`src/rtl/mem_bus_pkg.sv`:
```
// Shared types for the memory-port initiator: FSM states, default widths
// and the layout of one buffered CPU request.
package mem_bus_pkg;

    localparam int ADDR_W = 12;
    localparam int DATA_W = 12;

    typedef enum logic {
        IDLE = 1'b0,
        WAIT = 1'b1
    } state_t;

    typedef struct packed {
        logic              write;
        logic [ADDR_W-1:0] addr;
        logic [DATA_W-1:0] data;
    } fifo_entry_t;

endpackage

```
`src/rtl/mem_initiator_cmd_fifo.sv`:
```
// Two-entry request buffer. The head is read straight from storage, so an
// entry pushed at one edge becomes visible only after that edge.
module cmd_fifo #(
    parameter int W = 25
) (
    input  logic         clock,
    input  logic         reset_n,
    input  logic         push,
    input  logic         pop,
    input  logic [W-1:0] din,
    output logic         full,
    output logic         empty,
    output logic [W-1:0] head
);

    logic [W-1:0] slot [2];
    logic         wr_ptr;
    logic         rd_ptr;
    logic [1:0]   count;
    logic         do_push;
    logic         do_pop;

    assign full    = (count == 2'd2);
    assign empty   = (count == 2'd0);
    assign do_push = push && !full;
    assign do_pop  = pop && !empty;
    assign head    = slot[rd_ptr];

    always_ff @(posedge clock or negedge reset_n) begin
        if (!reset_n) begin
            slot[0] <= '0;
            slot[1] <= '0;
            wr_ptr  <= 1'b0;
            rd_ptr  <= 1'b0;
            count   <= 2'd0;
        end else begin
            if (do_push) begin
                slot[wr_ptr] <= din;
                wr_ptr       <= ~wr_ptr;
            end
            if (do_pop) begin
                rd_ptr <= ~rd_ptr;
            end
            if (do_push && !do_pop) begin
                count <= count + 2'd1;
            end else if (do_pop && !do_push) begin
                count <= count - 2'd1;
            end
        end
    end

endmodule

```
`src/rtl/mem_initiator.sv`:
```
// CPU-side front end for the slow memory port: buffers two requests, issues
// one at a time while the memory is ready, and returns a one-cycle response.
module mem_initiator #(
    parameter int ADDR_W  = mem_bus_pkg::ADDR_W,
    parameter int DATA_W  = mem_bus_pkg::DATA_W,
    parameter int TIMEOUT = 15
) (
    input  logic              clock,
    input  logic              reset_n,
    input  logic              req_valid,
    input  logic              req_write,
    input  logic [ADDR_W-1:0] req_addr,
    input  logic [DATA_W-1:0] req_data,
    output logic              req_ready,
    output logic              resp_valid,
    output logic              resp_write,
    output logic [DATA_W-1:0] resp_data,
    output logic              resp_err,
    output logic [ADDR_W-1:0] mem_address,
    output logic [DATA_W-1:0] mem_data,
    output logic              mem_rden,
    output logic              mem_wren,
    input  logic              mem_ready,
    input  logic [DATA_W-1:0] mem_q,
    output logic              state_dbg
);

    // Handshake: a request transfers at a rising edge where req_valid and
    // req_ready are both high; responses are single-cycle pulses with no
    // back-pressure, and a strobe is only ever driven while mem_ready is high.

    localparam int EW = 1 + ADDR_W + DATA_W;
    localparam int CW = $clog2(TIMEOUT + 1);

    mem_bus_pkg::state_t state, state_next;

    logic [CW-1:0]     wait_cnt;
    logic [EW-1:0]     head;
    logic              full;
    logic              empty;
    logic              push;
    logic              pop;
    logic              done;
    logic              timed_out;
    logic              head_write;
    logic [ADDR_W-1:0] head_addr;
    logic [DATA_W-1:0] head_data;

    assign req_ready  = !full;
    assign push       = req_valid && req_ready;
    assign head_write = head[EW-1];
    assign head_addr  = head[EW-2 -: ADDR_W];
    assign head_data  = head[DATA_W-1:0];

    // The bus shows the head request whenever one is queued, zero otherwise.
    assign mem_address = empty ? '0 : head_addr;
    assign mem_data    = empty ? '0 : head_data;
    assign state_dbg   = state;

    cmd_fifo #(
        .W (EW)
    ) u_fifo (
        .clock   (clock),
        .reset_n (reset_n),
        .push    (push),
        .pop     (pop),
        .din     ({req_write, req_addr, req_data}),
        .full    (full),
        .empty   (empty),
        .head    (head)
    );

    always_comb begin
        state_next = state;
        mem_rden   = 1'b0;
        mem_wren   = 1'b0;
        pop        = 1'b0;
        done       = 1'b0;
        timed_out  = 1'b0;
        case (state)
            mem_bus_pkg::IDLE: begin
                if (!empty && mem_ready) begin
                    mem_rden   = !head_write;
                    mem_wren   = head_write;
                    state_next = mem_bus_pkg::WAIT;
                end
            end
            mem_bus_pkg::WAIT: begin
                if (mem_ready) begin
                    done       = 1'b1;
                    pop        = 1'b1;
                    state_next = mem_bus_pkg::IDLE;
                end else if (wait_cnt == CW'(TIMEOUT - 1)) begin
                    // A dead responder costs the request; it is not retried.
                    timed_out  = 1'b1;
                    pop        = 1'b1;
                    state_next = mem_bus_pkg::IDLE;
                end
            end
            default: state_next = mem_bus_pkg::IDLE;
        endcase
    end

    always_ff @(posedge clock or negedge reset_n) begin
        if (!reset_n) begin
            state      <= mem_bus_pkg::IDLE;
            wait_cnt   <= '0;
            resp_valid <= 1'b0;
            resp_write <= 1'b0;
            resp_err   <= 1'b0;
            resp_data  <= '0;
        end else begin
            state      <= state_next;
            wait_cnt   <= (state == mem_bus_pkg::WAIT) ? wait_cnt + 1'b1 : '0;
            resp_valid <= done || timed_out;
            if (done || timed_out) begin
                resp_write <= head_write;
                resp_err   <= timed_out;
            end
            if (done && !head_write) begin
                resp_data <= mem_q;
            end
        end
    end

endmodule

```
`config.mk`:
```
export PLATFORM = sky130hd
export DESIGN_NAME = mem_initiator
export DESIGN_NICKNAME = d
export VERILOG_FILES = /design/src/rtl/mem_bus_pkg.sv /design/src/rtl/mem_initiator_cmd_fifo.sv /design/src/rtl/mem_initiator.sv
export SDC_FILE = /design/constraint.sdc
export NUM_CORES = 1
export LEC_CHECK = 0
export CORE_UTILIZATION = 40
export DETAILED_ROUTE_END_ITERATION = 10
export GPL_TIMING_DRIVEN = 1
export PLACE_DENSITY = 0.7
export SLEW_MARGIN = 20
export SYNTH_ARGS = -nofsm -noshare
export SYNTH_HDL_FRONTEND = slang
export SYNTH_SLANG_ARGS = --single-unit
```
`constraint.sdc`:
```
create_clock -name clock -period 1.7 [get_ports clock]
set_input_delay 0.255 -clock clock [delete_from_list [all_inputs] [get_ports clock]]
set_output_delay 0.255 -clock clock [all_outputs]
set_load 0.05 [all_outputs]
```
==> summary.md, run 1 <==
| Metric | Value |
|---|---|
| Clock latency at the later pin of the worst-skew pair | 0.34 ns |
| Main synth FF type | dfrtp_1 |
| Synth Register Bits | 74 |
| Failing checks | negative setup slack |
| WP data required | 1.44 ns |
| Die height | 93.3 um |
| Ports | 84 |
| DP Area | 4670 um^2 |
| Total GRT Usage | around 17% |
| Total Nets Final | between 300 and 400 |
| Area of the core | 7890 um^2 |
| YS warnings | 0 |
| First-pass GRT wire length | 10900 um |
| ANT nets after route | 0 |
| Global route overflow | 0 |
| DRT iter0 DRCs | 68 |
| Fraction of registers with async set or reset after synthesis | 100% |
| Dpl hpwl | 4660 um |
| Die area | 8700 um^2 |
| Achievable Freq | 0.568 GHz |
| Worst Path Class, Setup | reg2out |
| Filler instances | roughly 590 |
| Top cells by area, synth | dfrtp_1 (56%), mux2_2 (15%), mux2_4 (9.5%) |
| Cts bufs inserted | 9 |
| Mapped Area | 3330 um^2 |
| CTS H-tree lvls | 3 |
| Storage element area | 1850 um^2 |
| Maxcap violations | 0 |
| R2R Path End | u_fifo.count[1] |
| RSZ-0062 raised after global routing | true |
| R2r startpoint | wait_cnt[0] |
| Post-Route Utilization | ~63% |
| Routability Congestion | 0.677 |
| Routed len/inst | ~15 um |
| CTS Root Cell | clkbuf_8 |
| Yosys top cell area share | 55.6% |
| TritonCTS clock tree | built |
| Final Cycle Share | 104% |
| Worst-path cell chain | nor2_2 > or3b_4 > nor2b_4 > buf_12 |
| Share of final-layout standard cells stronger than drive strength 1 | 50.4% |
| Relative slew margins | 68.0% |
| Std-Cell Rows | 32 |
| Ant diodes | 0 |
| Initial antenna violation count | 0 |
| CTS clk-pin slew, worst paths | around 0.080 ns |
| IO buf count | 83 |
| CP startpoint kind | flip-flop |
| # setup viols final | 15 |
| Worst path slowest cell | or3b_4 |
| Clock buffer depth | 2 |
| Clk_skew | 0.00990 ns |
| Starting Density | 42.2% |
| Fin. Hold Viols | 0 |
| Cells after synthesis | 233 |
| TritonCTS Sinks | 74 |
| Dominant cell type by area after synthesis | dfrtp_1 |
| Synth Net Count | ~280 |
| Setup TNS | -0.331 ns |
| Area Overhead vs Synth | 49.1% |
| Largest fanout on the critical path | 4 |
| Final Cell Area | just under 5000 um^2 |
| Multi-input logic area | 1480 um^2 |
| Setup WS post-layout | -0.0605 ns |
| Die X | 93.3 um |
| CP peak stage delay | about 0.42 ns |
| Post-synth EDFFs | 0 |
| DRC violations left | 0 |
| Routed WL | 6520 um |
| Vias per cell | 4.74 |
| Post-Syn Area per Cell | 14.3 um^2 |
| Final Max Slew Viols | 0 |
| Pin count of the biggest net entering global routing | 39 |
| Hold WS | 0.433 ns |
| Netlist cell types | 26 |
| HP Class | in2async |
| R2r setup slk | 0.03 ns |
| Crit path capture type | output pin |
| Crit path time final | 1.76 ns |
| Data arrival, critical path | 1.51 ns |
| Status | finished, violations left |
| Slew @ Worst Pin | about 0.48 ns |
| Worst R2R Path Depth | 9 |
| Post-synthesis sequential area ratio | 55.6% |
| Via count | 2090 |
| Drt first pass iters | 4 |
| Vias in the first global route | 2200 |
## through the flow
| stage | cells | setup WS, ns |
|---|---|---|
| 2_1_floorplan | 233 | -0.0501 |
| 3_3_place_gp | 421 | -0.0749 |
| 3_5_place_dp | 421 | -0.110 |
| 4_1_cts | 441 | -0.0676 |
| 5_1_grt | 441 | -0.123 |
| 6_report | 441 | -0.0605 |
## cells in the final DEF, fill, tap and decap left out, types with 2 or more instances in the layout
cell             count
inv_1                2
buf_12              33
buf_8                2
nor2_2              14
mux2i_1             22
buf_4               26
clkinv_2             2
and2_1               3
clkinvlp_4           2
mux2_4              21
dfrtp_1             72
mux2_2              43
mux2i_2              2
dfrtp_2              2
nor2b_1              3
clkbuf_8            10
nor2_1              12
nor2_4               2
clkdlybuf4s50_1     39
xnor2_1              2
nand2_1              3
xor2_1               4
## critical path, delay by kind of cell (launching register included)
family,cells,cell delay (ns)
simple gates,3,0.64
buf+inv,1,0.14
flops,1,0.38
## timing repair
| action | 4_1_cts | 5_1_grt |
|---|---|---|
| hold buffers | 1 | 0 |
| gates resized for setup | 5 | 10 |
| endpoints found under the setup margin | 26 | 27 |
| setup buffers | 3 | 0 |
| pin swaps | 0 | 2 |
| hold endpoints to repair | 36 | 0 |
## cell usage after synthesis (4+ instances only)
cell / n
mux2_4: 21
xor2_1: 5
buf_6: 4
buf_2: 4
mux2_2: 43
nor2_1: 27
mux2i_1: 24
dfrtp_1: 74
nor2b_1: 4
## how the worst max path moves through the flow
stage	start	to	cells past startpoint
final	u_fifo.count[1]	mem_wren	4
after global routing	u_fifo.count[1]	mem_wren	4
after CTS	u_fifo.count[1]	mem_wren	4
after detailed placement	mem_ready	u_fifo.count[1]	7
after global placement	mem_ready	u_fifo.count[1]	7
after floorplan	u_fifo.rd_ptr	mem_address[7]	4
## kinds of logic (layout without fill, tap and decap cells)
kind of cell             after synthesis  in the layout  share of synthesized area [%]
flip-flops                            74             74                           55.6
AND/OR/NAND/NOR                       44             44                           6.87
AO/OA/AOI/OAI                          3              3                          0.601
adder cells (fa/ha/maj)                3              3                           1.13
multiplexers                          88             88                           31.2
XOR/XNOR                               7              7                           1.84
buffers and inverters                 14            120                           2.74
## layout make-up
| type | count | share of cell area [%] |
|---|---|---|
| clock buffers | 11 | 2.85 |
| multi-input cells | 145 | 29.9 |
| well taps | 102 | 2.57 |
| repair buffers | 102 | 26.1 |
| flip-flops and latches | 74 | 37.3 |
| inverters | 2 | 0.151 |
| clock inverters | 5 | 1.11 |
## state kept, by name, summed over array words and instances (netlist names)
register / cells
resp_data: 12
resp_err: 1
resp_valid: 1
resp_write: 1
state_dbg: 1
u_fifo.count: 2
u_fifo.rd_ptr: 1
u_fifo.slot: 50
u_fifo.wr_ptr: 1
wait_cnt: 4
## routing by layer
metal	vias to the layer above	wire length, um	global-route usage (%)
li1	996	-	-
met1	1016	3120	22.4
met2	69	2930	25.4
met3	9	372	4.15
met4	0	97	6.92
met5	-	0	0
Power of run 1 is not shown: default switching activity piles up to over one toggle a cycle in this logic, so the estimate is an artifact.
==> inputs of run 2 (changes only) <==
--- a/config.mk
+++ b/config.mk
@@ -5,10 +5,10 @@
 export SDC_FILE = /design/constraint.sdc
 export NUM_CORES = 1
 export LEC_CHECK = 0
-export CORE_UTILIZATION = 40
+export CORE_UTILIZATION = 35
 export DETAILED_ROUTE_END_ITERATION = 10
 export GPL_TIMING_DRIVEN = 1
-export PLACE_DENSITY = 0.7
+export HOLD_SLACK_MARGIN = 0.03
 export SLEW_MARGIN = 20
 export SYNTH_ARGS = -nofsm -noshare
 export SYNTH_HDL_FRONTEND = slang
==> run 2 against run 1 <==
The flow still finishes with violations (negative setup slack). Setup slack improved by 0.022 ns. Clock-buffer cell count rose by 1. Routed wire length rose by 4.4%. Worst hold slack got worse by 0.066 ns. Critical endpoint unchanged. Final cell count rose by 6.6%. Die area rose by 14%. Via count rose by 3.1%. Register-to-register slack got worse by 0.05 ns. Non-clock buffer count rose by 2. Clock skew rose by 0.0010 ns. Design area rose by 1.4%.
==> summary.md, run 2 (synthesis results as in run 1) <==
| Metric | Value |
|---|---|
| Status | finished, violations left |
| Failing checks | negative setup slack |
| Relative slew margins | 66.0% |
| Largest reg by FF count | u_fifo.slot |
| Dpl hpwl | 4630 um |
| DRT iter0 DRCs | 26 |
| Total Nets Final | 380 |
| Final Non-Filler Cells | 470 |
| Worst hold endpoint | resp_err |
| CTS H-tree lvls | 3 |
| Commonest non-fill, non-tap cell in the layout | dfrtp_1 |
| Global route overflow | 0 |
| R2r setup slk | -0.02 ns |
| Crit path time final | 1.74 ns |
| Die area | 9910 um^2 |
| Vias in the first global route | 2217 |
| Die X | 99.6 um |
| Area Overhead vs Synth | 51.1% |
| DRC violations left | 0 |
| R2r startpoint | wait_cnt[0] |
| Initial antenna violation count | 0 |
| ANT nets after route | 0 |
| DP Worst Slack | -0.153 ns |
| Worst Hold Depth | 2 |
| HP Class | in2reg |
| RSZ-0062 raised after global routing | true |
| Final Cycle Share | 102% |
| R2R Path End | u_fifo.count[1] |
| Area of the core | between 9000 and 10000 um^2 |
| Die height | 99.6 um |
| Multi-input logic area | 1500 um^2 |
| CP bufs+invs | 1 |
| Maxcap violations | 0 |
| Setup WS post-layout | -0.0390 ns |
| CTS clk-pin slew, worst paths | roughly 0.070 ns |
| Share of final-layout standard cells stronger than drive strength 1 | between 50% and 60% |
| Ant diodes | 0 |
| Vias per cell | 4.59 |
| TritonCTS clock tree | built |
| Placed cell count | 447 |
| CTS Root Cell | clkbuf_8 |
| Final Cell Area | 5030 um^2 |
| Via count | 2155 |
| Cts bufs inserted | 9 |
| Std-Cell Rows | 35 |
| CP startpoint kind | flip-flop |
| CP peak stage delay | around 0.42 ns |
| Fin. Hold Viols | 0 |
| Max reg flops | 50 |
| Achievable Freq | around 0.58 GHz |
| IO buf count | 83 |
| Crit path capture type | output pin |
| Ports | 84 |
| WP data required | 1.44 ns |
| Worst R2R Path Depth | 9 |
| Routed WL | ~7000 um |
| Routability Congestion | between 0.7 and 0.8 |
| Hold_sp | mem_ready |
| Slew @ Worst Pin | 0.510 ns |
| Drt first pass iters | 4 |
| Filler instances | 793 |
| Worst path slowest cell | or3b_4 |
| Largest registers | u_fifo.slot (50), resp_data (12), wait_cnt (4) |
| Clock latency at the later pin of the worst-skew pair | 0.34 ns |
| Starting Density | 36.0% |
| Final Max Slew Viols | 0 |
| DP Area | 4690 um^2 |
| Clock buffer depth | 2 |
| Largest fanout on the critical path | 3 |
| TritonCTS Sinks | 74 |
| First-pass GRT wire length | ~11000 um |
| Data arrival, critical path | roughly 1.5 ns |
| Pin count of the biggest net entering global routing | 38 |
| Most frequent cells in the layout | dfrtp_1 (72), mux2_2 (43), clkdlybuf4s50_1 (38) |
| Worst-path cell chain | nor2_2 > or3b_4 > nor2b_4 > buf_12 |
| Setup TNS | -0.154 ns |
| Clk_skew | 0.0109 ns |
| Storage element area | 1850 um^2 |
| # setup viols final | 10 |
| Worst Path Class, Setup | reg2out |
| Cell family with most CP delay | simple AND/OR/NAND/NOR gates |
| Routed len/inst | 14.5 um |
| Total GRT Usage | 14.8% |
[run 2: final cells by class]
cell class | count | area share [%]
Sequential cell | 74 | 36.8
Multi-Input combinational cell | 145 | 29.8
Timing Repair Buffer | 104 | 25.9
Tap cell | 129 | 3.21
Clock buffer | 12 | 3.08
Clock inverter | 4 | 0.969
Inverter | 2 | 0.149
[run 2: worst max path at each step]
stage                               start              end  depth (start not counted)
after floorplan             u_fifo.rd_ptr   mem_address[7]                          4
after global placement          mem_ready  u_fifo.count[1]                          8
after detailed placement        mem_ready  u_fifo.count[1]                          7
after CTS                       state_dbg         mem_wren                          3
after global routing      u_fifo.count[0]         mem_wren                          4
final                     u_fifo.count[1]         mem_wren                          4
[run 2: repair_timing]
| item | 4_1_cts | 5_1_grt |
|---|---|---|
| hold endpoints to repair | 34 | 0 |
| pin swaps | 2 | 5 |
| gates resized for setup | 17 | 10 |
| hold buffers | 1 | 0 |
| setup endpoints to repair | 27 | 27 |
| setup buffers | 4 | 2 |
[run 2: routing by layer]
layer	track usage (%)	wire length [um]	share of wire, %	up-vias
li1	-	-	-	1017
met3	5.90	456	6.7	4
met4	3.39	29	0.43	0
met5	0	0	0	-
met2	23.2	3080	45	72
met1	19.3	3240	48	1062
[run 2: stage by stage]
step / utilization, % / hold WS [ns]
2_1_floorplan: - / -0.0406
3_3_place_gp: 50.8 / 0.252
3_5_place_dp: 50.8 / 0.255
4_1_cts: 53.9 / 0.295
5_1_grt: 54.5 / 0.365
6_report: 54.5 / 0.367
Power of run 2 is left out for the same reason.
